--- config.mk ---
export PLATFORM = sky130hd
export DESIGN_NAME = key8_encoder
export DESIGN_NICKNAME = d
export VERILOG_FILES = /design/src/rtl/key8_encoder.sv
export SDC_FILE = /design/constraint.sdc
export NUM_CORES = 1
export LEC_CHECK = 0
export ABC_AREA = 1
export BUFFER_PORTS_ARGS = -buffer_cell sky130_fd_sc_hd__buf_2
export CAP_MARGIN = 20
export CORE_MARGIN = 4
export CORE_UTILIZATION = 62
export CTS_BUF_LIST = sky130_fd_sc_hd__clkbuf_2
export CTS_CLUSTER_DIAMETER = 200
export DETAILED_ROUTE_END_ITERATION = 10
export PLACE_DENSITY = 0.83
export SLEW_MARGIN = 20
export SYNTH_ARGS = -nofsm -noshare
export SYNTH_HDL_FRONTEND = slang
export SYNTH_SLANG_ARGS = --single-unit
--- constraint.sdc ---
create_clock -name clk -period 2.08 [get_ports clk]
set_input_delay 0.104 -clock clk [delete_from_list [all_inputs] [get_ports clk]]
set_output_delay 0.104 -clock clk [all_outputs]
set_load 0.02 [all_outputs]
--- src/rtl/key8_encoder.sv ---
// key8_encoder: debounced 8-key priority encoder.
//
// Eight active-low push-buttons are synchronised through two flops, debounced
// as a group by a small FSM, and encoded to the index of the lowest pressed
// key. The accepted code is held (with valid) until a debounced release.
// strobe pulses once per accepted press. multi flags a chord (more than one
// key down in the accepted pattern).
//
// Optional feature: define KEY8_ENC_REPEAT_EN to enable auto-repeat. While a
// key is held, strobe pulses every REPEAT_CYCLES clocks after the press strobe.
// Without the macro, no repeat counter exists and strobe fires once per press.
//
// All outputs are registered. The reset is synchronous and active-high.

module key8_encoder #(
    parameter int unsigned DEBOUNCE_CYCLES = 16,
    parameter int unsigned REPEAT_CYCLES   = 1024
) (
    input  logic       clk,
    input  logic       rst,
    input  logic [7:0] keys_n,
    output logic [2:0] code,
    output logic       valid,
    output logic       strobe,
    output logic       multi
);

    // ------------------------------------------------------------------
    // Constants
    // ------------------------------------------------------------------
    localparam logic [1:0] ST_IDLE     = 2'd0;
    localparam logic [1:0] ST_DEBOUNCE = 2'd1;
    localparam logic [1:0] ST_PRESSED  = 2'd2;
    localparam logic [1:0] ST_RELEASE  = 2'd3;

    // Terminal count of a debounce window. The counter starts at 0 on the
    // first sample, so DEBOUNCE_CYCLES further stable samples end the window.
    localparam logic [15:0] DEB_LAST = 16'(DEBOUNCE_CYCLES - 1);

    // ------------------------------------------------------------------
    // Helper functions
    // ------------------------------------------------------------------

    // Index of the lowest set bit. Key 0 has the highest priority.
    function automatic logic [2:0] lowest_index(input logic [7:0] v);
        logic [2:0] idx;
        idx = 3'd0;
        for (int i = 7; i >= 0; i--) begin
            if (v[i]) begin
                idx = 3'(i);
            end
        end
        return idx;
    endfunction

    // True when more than one bit is set: clearing the lowest set bit
    // leaves something behind.
    function automatic logic more_than_one(input logic [7:0] v);
        return (v & (v - 8'd1)) != 8'd0;
    endfunction

    // ------------------------------------------------------------------
    // Declarations
    // ------------------------------------------------------------------
    logic [7:0]  sync1_q, sync2_q;
    logic [7:0]  s;
    logic        s_any;

    logic [1:0]  state_q, state_d;
    logic [7:0]  cand_q, cand_d;
    logic [15:0] cnt_q, cnt_d;
    logic [2:0]  code_q, code_d;
    logic        valid_q, valid_d;
    logic        multi_q, multi_d;
    logic        strobe_q, strobe_d;
    logic        press_fire;
    logic        repeat_fire;

    // ------------------------------------------------------------------
    // Synchroniser
    // ------------------------------------------------------------------

    // Two-flop synchroniser for the raw asynchronous buttons. It resets to
    // all-released so that no phantom press is seen after reset.
    // NOTE: clocked state uses non-blocking (<=) so every flop samples the
    // pre-edge value of its source; blocking here would collapse the chain.
    always_ff @(posedge clk) begin
        if (rst) begin
            sync1_q <= 8'hFF;
            sync2_q <= 8'hFF;
        end else begin
            sync1_q <= keys_n;
            sync2_q <= sync1_q;
        end
    end

    // Active-high view of the synchronised keys.
    assign s     = ~sync2_q;
    assign s_any = (s != 8'd0);

    // ------------------------------------------------------------------
    // Debounce FSM: next-state logic
    // ------------------------------------------------------------------

    // Compute the next FSM state, candidate, counter and held outputs.
    // NOTE: every variable gets a default at the top of the block so no
    // path leaves it unassigned, which would otherwise infer a latch.
    always_comb begin
        state_d    = state_q;
        cand_d     = cand_q;
        cnt_d      = cnt_q;
        code_d     = code_q;
        valid_d    = valid_q;
        multi_d    = multi_q;
        press_fire = 1'b0;

        case (state_q)
            ST_IDLE: begin
                if (s_any) begin
                    cand_d  = s;
                    cnt_d   = 16'd0;
                    state_d = ST_DEBOUNCE;
                end
            end

            ST_DEBOUNCE: begin
                if (!s_any) begin
                    // Everything released before the window closed.
                    state_d = ST_IDLE;
                end else if (s != cand_q) begin
                    // Pattern moved: restart the window on the new pattern.
                    cand_d = s;
                    cnt_d  = 16'd0;
                end else if (cnt_q == DEB_LAST) begin
                    state_d    = ST_PRESSED;
                    code_d     = lowest_index(cand_q);
                    multi_d    = more_than_one(cand_q);
                    valid_d    = 1'b1;
                    press_fire = 1'b1;
                end else begin
                    cnt_d = cnt_q + 16'd1;
                end
            end

            ST_PRESSED: begin
                // A changed nonzero pattern is deliberately ignored so that
                // rolling into a chord never produces a second press.
                if (!s_any) begin
                    cnt_d   = 16'd0;
                    state_d = ST_RELEASE;
                end
            end

            ST_RELEASE: begin
                if (s_any) begin
                    // Release bounce: fall back silently, code untouched.
                    state_d = ST_PRESSED;
                end else if (cnt_q == DEB_LAST) begin
                    state_d = ST_IDLE;
                    valid_d = 1'b0;
                    multi_d = 1'b0;
                end else begin
                    cnt_d = cnt_q + 16'd1;
                end
            end

            default: begin
                state_d = ST_IDLE;
            end
        endcase
    end

    // ------------------------------------------------------------------
    // Optional auto-repeat
    // ------------------------------------------------------------------
`ifdef KEY8_ENC_REPEAT_EN
    localparam logic [15:0] REP_LAST = 16'(REPEAT_CYCLES - 1);

    logic [15:0] rep_cnt_q, rep_cnt_d;

    // Count clocks spent holding a key in PRESSED. The counter is zero in
    // every other state, so each entry into PRESSED starts from zero and
    // nothing advances while a release is being debounced.
    always_comb begin
        rep_cnt_d   = 16'd0;
        repeat_fire = 1'b0;
        if (state_q == ST_PRESSED && s_any) begin
            if (rep_cnt_q == REP_LAST) begin
                repeat_fire = 1'b1;
            end else begin
                rep_cnt_d = rep_cnt_q + 16'd1;
            end
        end
    end

    // Repeat counter register.
    always_ff @(posedge clk) begin
        if (rst) begin
            rep_cnt_q <= 16'd0;
        end else begin
            rep_cnt_q <= rep_cnt_d;
        end
    end
`else
    // No auto-repeat: strobe comes from accepted presses only.
    assign repeat_fire = 1'b0;
`endif

    assign strobe_d = press_fire | repeat_fire;

    // ------------------------------------------------------------------
    // State and output registers
    // ------------------------------------------------------------------

    // Register FSM state, debounce bookkeeping and all outputs.
    always_ff @(posedge clk) begin
        if (rst) begin
            state_q  <= ST_IDLE;
            cand_q   <= 8'd0;
            cnt_q    <= 16'd0;
            code_q   <= 3'd0;
            valid_q  <= 1'b0;
            multi_q  <= 1'b0;
            strobe_q <= 1'b0;
        end else begin
            state_q  <= state_d;
            cand_q   <= cand_d;
            cnt_q    <= cnt_d;
            code_q   <= code_d;
            valid_q  <= valid_d;
            multi_q  <= multi_d;
            strobe_q <= strobe_d;
        end
    end

    assign code   = code_q;
    assign valid  = valid_q;
    assign strobe = strobe_q;
    assign multi  = multi_q;

endmodule

==> reports/results.txt, run 1 <==
Outcome: completed
DIE AREA: 0.00518 mm²
Worst Hold Class: primary input to flop
CTS tree: yes
Hold Vio Cnt, Final: 0
Clock-pin slew on the worst setup and hold paths: 0.25 ns
Pwr Total: 2.25 mW
Antenna cells: 0
Clk pwr share: 28.7%
Worst VDD drop: 0.000672 V
Crit path DAT: 2.13 ns
Post-synthesis mux area share: 0%
Compound-Gate Fraction of Synth Area: 7.45%
Reg area: 961 µm²
Worst-path fanout max: 6
GR Util All Layers: 23.4%
Crit Reg-Reg Endpoint: code[2]
Final WS setup: 0.330 ns
Most frequent cells after synthesis: 110 x nand2_1, 59 x nor2_1, 52 x inv_1
Die height: 72.0 µm
Syn_nets: 400
Via count: 2424
Setup violators final: 0
Hold Crit Depth: 3
Worst slew margin: 79.0%
Worst r2r src: cnt_q[0]
Top cell type's share of synthesized area: 37.9%
First-pass GRT wire length: 9780 µm
Netlist cell types: 32
Combinational power share: 24.3%
R2r setup slk: 0.33 ns
Site row count: 22
RSZ-0062 raised after global routing: no
Layout fillers: 316
TritonRoute pass-1 iters: 4
WP data required: 2.46 ns
Post-synthesis simple-gate area fraction: 43.6%
CP Class: flop to flop
Number of global-route vias before repair: 2204
Core area: 0.00380 mm²
Cells after Synth: 389
EDFF count, synth: 0
Most frequent cell after synthesis: nand2_1
Crit path from: cnt_q[0]
Max Root-Sink Buffers: 2
Sw frac: 33.6%
Clk_skew: 0.0330 ns
Max-cap violations: 0
Port Buf Inserts: 15
Flop pwr share: 47.0%
Seq/Total Area, Yosys: 37.9%
Final nets: 426
Synth warnings: 0
Synth Cell Area: 0.00254 mm²
Post-synth ARST share: 0%
Antenna Nets Post-Route: 0
R2R depth: 11
Yosys top cell by area: dfxtp_1
Worst-Skew Late Latency: 0.45 ns
Drt drc: 0
Internal Pwr Total: 1.49 mW
Vias/cell: 5.22
FMAX: 0.571 GHz
Post-Synth XOR/XNOR Area: 1.04%
Worst Tran Pin Value: 0.315 ns
Adder-cell share of the synthesized area: 0.493%
Design area: 0.00282 mm²
Post-DP HPWL: 3920 µm
Initial Util: 66.8%
TritonCTS buffer count: 5
CP endpoint: code[2]
Leak: 1.41 nW
CTS Root Cell: clkbuf_2
Cts repair resizes: 0
Net Sw Power: 0.754 mW
P per Cell Area: 795 mW/mm²
CP endpoint kind: flop
Top cells by area, synth: dfxtp_1 38%, nand2_1 16%, nor2_1 8.7%
CTS H-tree lvls: 2
Area grow syn2layout: 11.3%
Boundary pin count: 16
Total negative slack: 0 ns
WL per Instance: 12.0 µm
Clk sinks: 48
DRT iter0 DRCs: 209
Initial antenna violation count: 0
Gpl congestion: 0.879
Mean Syn Cell Area: 6.52 µm²
Multi-input combinational cell area: 0.00133 mm²
Post-Place Cell Area: 0.00264 mm²
Largest net degree at the start of global routing: 23
Main combinational cell family by area after synthesis: simple AND/OR/NAND/NOR gates
Ys flop type: dfxtp_1
Chip Width: 72.0 µm
Grt ovf: 0
Synth Register Bits: 48
Final period util: 84.1%
Layout cell share with drive strength beyond 1: 13.5%
Post-Place Setup Slack: 0.367 ns
Minimum clock period: 1.75 ns
Max-slew violation count: 0
Final Routed Wirelength: 5580 µm
Crit start category: flop
[through the flow]
stage	utilization, %	cells	hold slack, ns
after floorplan	-	389	0.208
after global placement	69.5	447	0.285
after detailed placement	69.5	447	0.288
after CTS	74.3	464	0.348
after global routing	74.3	464	0.362
final	74.3	464	0.372
[cells by family after synthesis]
kind of cell | after synthesis
AO/OA/AOI/OAI | 36
AND/OR/NAND/NOR | 241
XOR/XNOR | 3
flip-flops | 48
adder cells (fa/ha/maj) | 1
buffers and inverters | 60
[worst min path at each step]
stage	to	slack, ns	startpoint
after CTS	sync1_q[4]	0.35	keys_n[4]
after global placement	sync1_q[4]	0.29	keys_n[4]
after global routing	sync1_q[7]	0.36	keys_n[7]
final	sync1_q[6]	0.37	keys_n[6]
after detailed placement	sync1_q[4]	0.29	keys_n[4]
after floorplan	sync1_q[0]	0.21	keys_n[0]
[power groups by stage]
stage	sequential, mW	clock [mW]	combinational [mW]
after floorplan	1.04	0	0.447
after global placement	1.07	0	0.509
after detailed placement	1.07	0	0.523
after CTS	1.05	0.658	0.538
after global routing	1.07	0.691	0.622
final	1.05	0.645	0.546
[layout make-up]
| cell class | count | share of cell area [%] |
|---|---|---|
| Multi-Input combinational cell | 281 | 47.2 |
| Sequential cell | 48 | 34.0 |
| Inverter | 54 | 7.18 |
| Timing Repair Buffer | 25 | 6.11 |
| Clock inverter | 3 | 2.44 |
| Tap cell | 48 | 2.13 |
| Clock buffer | 5 | 0.886 |
[layer usage]
metal	GRT usage, %	wire, µm	up-vias
met5	0	0	-
met4	6.05	60	0
met3	4.71	339	7
met2	38.3	2530	74
met1	31.6	2650	1076
li1	-	-	1267
[state kept, by name (all words and copies together) (netlist names), named ones only]
signal   flops
cnt_q       16
cand_q       8
sync1_q      8
sync2_q      8
code         3
multi        1
state_q      1
strobe       1
valid        1
[repair_timing]
item | 4_1_cts | 5_1_grt
endpoints found under the hold margin | 9 | 0
hold buffers | 9 | 0
buffers inserted | 0 | 0
[cell usage in the layout (no fill, tap or decap), drive strengths merged]
cell | netlist | routed
nor3b | 4 | 4
xor2 | 2 | 2
nand3b | 2 | 2
nor3 | 8 | 8
dlygate4sd3 | 0 | 9
buf | 3 | 16
clkinv | 1 | 1
clkbuf | 3 | 5
inv | 53 | 54
nand3 | 21 | 21
nand4 | 10 | 10
xnor2 | 1 | 1
o21bai | 1 | 1
a21oi | 16 | 16
dfxtp | 48 | 48
nor2 | 62 | 62
nand2 | 115 | 115
bufinv | 0 | 2
nor4 | 1 | 1
or2 | 18 | 18
o21ai | 18 | 18
o211ai | 1 | 1
ha | 1 | 1
[critical path, cell delays in order, from the launching register on]
cell	delay, ns
dfxtp_1	0.46
ha_1	0.21
nand2_1	0.08
inv_1	0.07
nand2_1	0.05
nor2_1	0.08
nand2_1	0.17
inv_1	0.13
nand2_1	0.08
inv_1	0.08
nand3_1	0.12
o21ai_0	0.18
Note: power is estimated with default switching activity, not from simulation.
==> inputs of run 2 (changes only) <==
Settings changed: ABC_AREA 1 to 0, CORE_UTILIZATION 62 to 61.
Clock period 2.08 ns to 1.76 ns, I/O delays scaled along.
==> reports/results.txt, run 2 <==
Boundary pin count: 16 (unchanged)
Die height: 67.1 µm (-6.7%)
Final Routed Wirelength: 6700 µm (+20%)
Final period util: 128% (+44 points)
Most frequent cell after synthesis: dfxtp_1
TritonRoute pass-1 iters: 6 (+2)
Leak: 1.19 nW (-15%)
Synth Register Bits: 48 (unchanged)
Layout fillers: 152 (-52%)
WHS: 0.118 ns (-0.255 ns)
CTS tree: yes
Grt ovf: 0 (unchanged)
Max FFs per register: 16 (unchanged)
Max-slew violation count: 0 (unchanged)
Hold Vio Cnt, Final: 0 (unchanged)
Worst VDD drop: 0.000663 V (-1.3%)
Setup violators final: 24 (+24)
DIE AREA: 0.00450 mm² (-13%)
Drt drc: 0 (unchanged)
Total negative slack: -8.26 ns (-8.26 ns)
CP endpoint kind: flop
Chip Width: 67.1 µm (-6.7%)
Most common cell after layout, fill and taps aside: buf_4
Worst-Skew Late Latency: 0.45 ns (about the same)
Crit path DAT: 2.64 ns (+0.51 ns)
Worst Hold Class: primary input to flop
Slowest stage cell, crit path: or4_4
First-pass GRT wire length: 9940 µm (+1.6%)
Area grow syn2layout: 40.9%
Post-layout util: 89.2% (+15 points)
Commonest non-fill, non-tap cells in the layout: 52 x buf_4, 37 x dfxtp_1, 25 x nor2_1
Clk_skew: 0.0308 ns (-0.00228 ns)
Largest Register: cnt_q
CP Class: flop to flop
Synth warnings: 0 (unchanged)
Most frequent cells after synthesis: 48 x dfxtp_1, 26 x nor2_1, 16 x or2_2
Worst Tran Pin Value: 0.397 ns (+0.0815 ns)
Worst slew margin: 73.5% (-5.5 points)
Worst-path fanout max: 4 (-2)
Number of global-route vias before repair: 2006 (-9.0%)
Minimum clock period: 2.26 ns (+0.507 ns)
Mean Syn Cell Area: 9.11 µm² (+40%)
DRT iter0 DRCs: 287 (+37%)
Ys flop type: dfxtp_1
R2r setup slk: -0.50 ns (-0.83 ns)
Site row count: 21 (-4.5%)
Clk sinks: 48 (unchanged)
Clock-pin slew on the worst setup and hold paths: 0.27 ns (+0.02 ns)
Netlist cell types: 39 (+22%)
Antenna Nets Post-Route: 0 (unchanged)
EDFF count, synth: 0 (unchanged)
Syn_nets: 245 (-39%)
Initial antenna violation count: 0 (unchanged)
Yosys top cell by area: dfxtp_1
Antenna cells: 0 (unchanged)
TritonCTS buffer count: 5 (unchanged)
GR Util All Layers: 29.7% (+6.3 points)
Crit start category: flop
Port Buf Inserts: 15 (unchanged)
WL per Instance: 18.6 µm (+55%)
Failing checks: negative setup slack
CTS Root Cell: clkbuf_2
Top cell type's share of synthesized area: 45.1% (+7.2 points)
Seq/Total Area, Yosys: 45.1% (+7.2 points)
Cells after Synth: 234 (-40%)
Max Root-Sink Buffers: 2 (unchanged)
Vias/cell: 6.31 (+21%)
Largest net degree at the start of global routing: 33 (+43%)
Layout cell share with drive strength beyond 1: 44.3% (+31 points)
Post-synth ARST share: 0% (unchanged)
Gpl congestion: 0.859 (-2.3%)
FMAX: 0.443 GHz (-22%)
Final WS setup: -0.497 ns (-0.827 ns)
P per Cell Area: 764 mW/mm² (-4.0%)
Max-cap violations: 0 (unchanged)
RSZ-0062 raised after global routing: yes
CTS H-tree lvls: 2 (unchanged)
Final nets: 324 (-24%)
Post-DP HPWL: 3510 µm (-10%)
Outcome: finished, violations left
Top cells by area, synth: dfxtp_1 45%, or2_2 4.7%, nor2_1 4.6%
Core area: 0.00336 mm² (-11%)
Synth Cell Area: 0.00213 mm² (-16%)
Critical Path Max Stage Delay: 0.56 ns (+0.10 ns)
Via count: 2270 (-6.4%)
WP data required: 2.14 ns (-0.32 ns)
Initial Util: 63.4% (-3.4 points)
Critical-path cell list: or4_4 > buf_6 > nor4_4 > buf_4 > nand2_4 > or3_1 > a21oi_1
==> run 2: changes by cell type after synthesis, sizes merged, moves of 11 or more <==
cell    previous run  this run
a211oi             0        12
inv               53         7
nand3             21        10
nor2              62        26
nand2            115         5
==> run 2: power by group <==
part	total, mW	switching (mW)	internal (mW)
Combinational	0.490	0.266	0.224
Clock	0.624	0.380	0.244
Sequential	1.18	0.0433	1.14
==> run 2: path summary, 6_finish.rpt <==
path	start	to	cells after the start
hold reg to reg	sync1_q[7]	sync2_q[7]	1
setup / recovery	cnt_q[7]	multi	7
hold / removal	rst	code[1]	3
setup reg to reg	cnt_q[7]	multi	7
==> run 2: cell type report <==
cell class,instances,area [µm²],area share (%)
clock inverter,3,46.3,1.54
timing repair buffer,82,624,20.8
sequential,48,977,32.6
multi-input combinational,169,1240,41.5
inverter,7,26.3,0.875
clock buffer,5,25.0,0.834
tap,46,57.6,1.92
==> run 2: stage by stage <==
stage / setup WS, ns / total power [mW] / instance area (µm²) / cells
CTS: -0.379 / 2.25 / 2890 / 358
finish: -0.497 / 2.29 / 3000 / 360
global route: -0.509 / 2.39 / 3000 / 360
floorplan: -0.300 / 1.48 / 2210 / 234
global placement: -0.351 / 1.60 / 2650 / 335
detailed placement: -0.410 / 1.62 / 2650 / 335
==> run 2: critical path, delay by kind of cell (launching register included) <==
family	cells	cell delay [ns]
simple gates	4	1.34
compound gates	1	0.14
flops	1	0.38
buf+inv	2	0.34
==> run 2: repair_timing <==
| action | in CTS | in global routing |
|---|---|---|
| pin swaps | 21 | 20 |
| gates resized for setup | 12 | 29 |
| hold endpoints to repair | 8 | 0 |
| endpoints found under the setup margin | 24 | 32 |
| hold buffers | 8 | 0 |
| setup buffers | 7 | 3 |
| cloned | 1 | 0 |
==> run 2: cell families after synthesis <==
| kind of cell | synth area share, % |
|---|---|
| compound gates | 15.3 |
| flops | 45.1 |
| fa+ha+maj | 0.587 |
| simple gates | 28.8 |
| buf+inv | 3.58 |
| mux | 0.940 |
| xor+xnor | 5.75 |
==> run 2: routing by layer <==
metal	wire length, µm	vias up	part of all wire, %	global-route usage, %
met3	635	34	9.5	5.06
li1	-	1009	-	-
met1	2500	1047	37	38.4
met5	0	-	0	0
met4	265	0	4.0	10.1
met2	3300	180	49	49.8
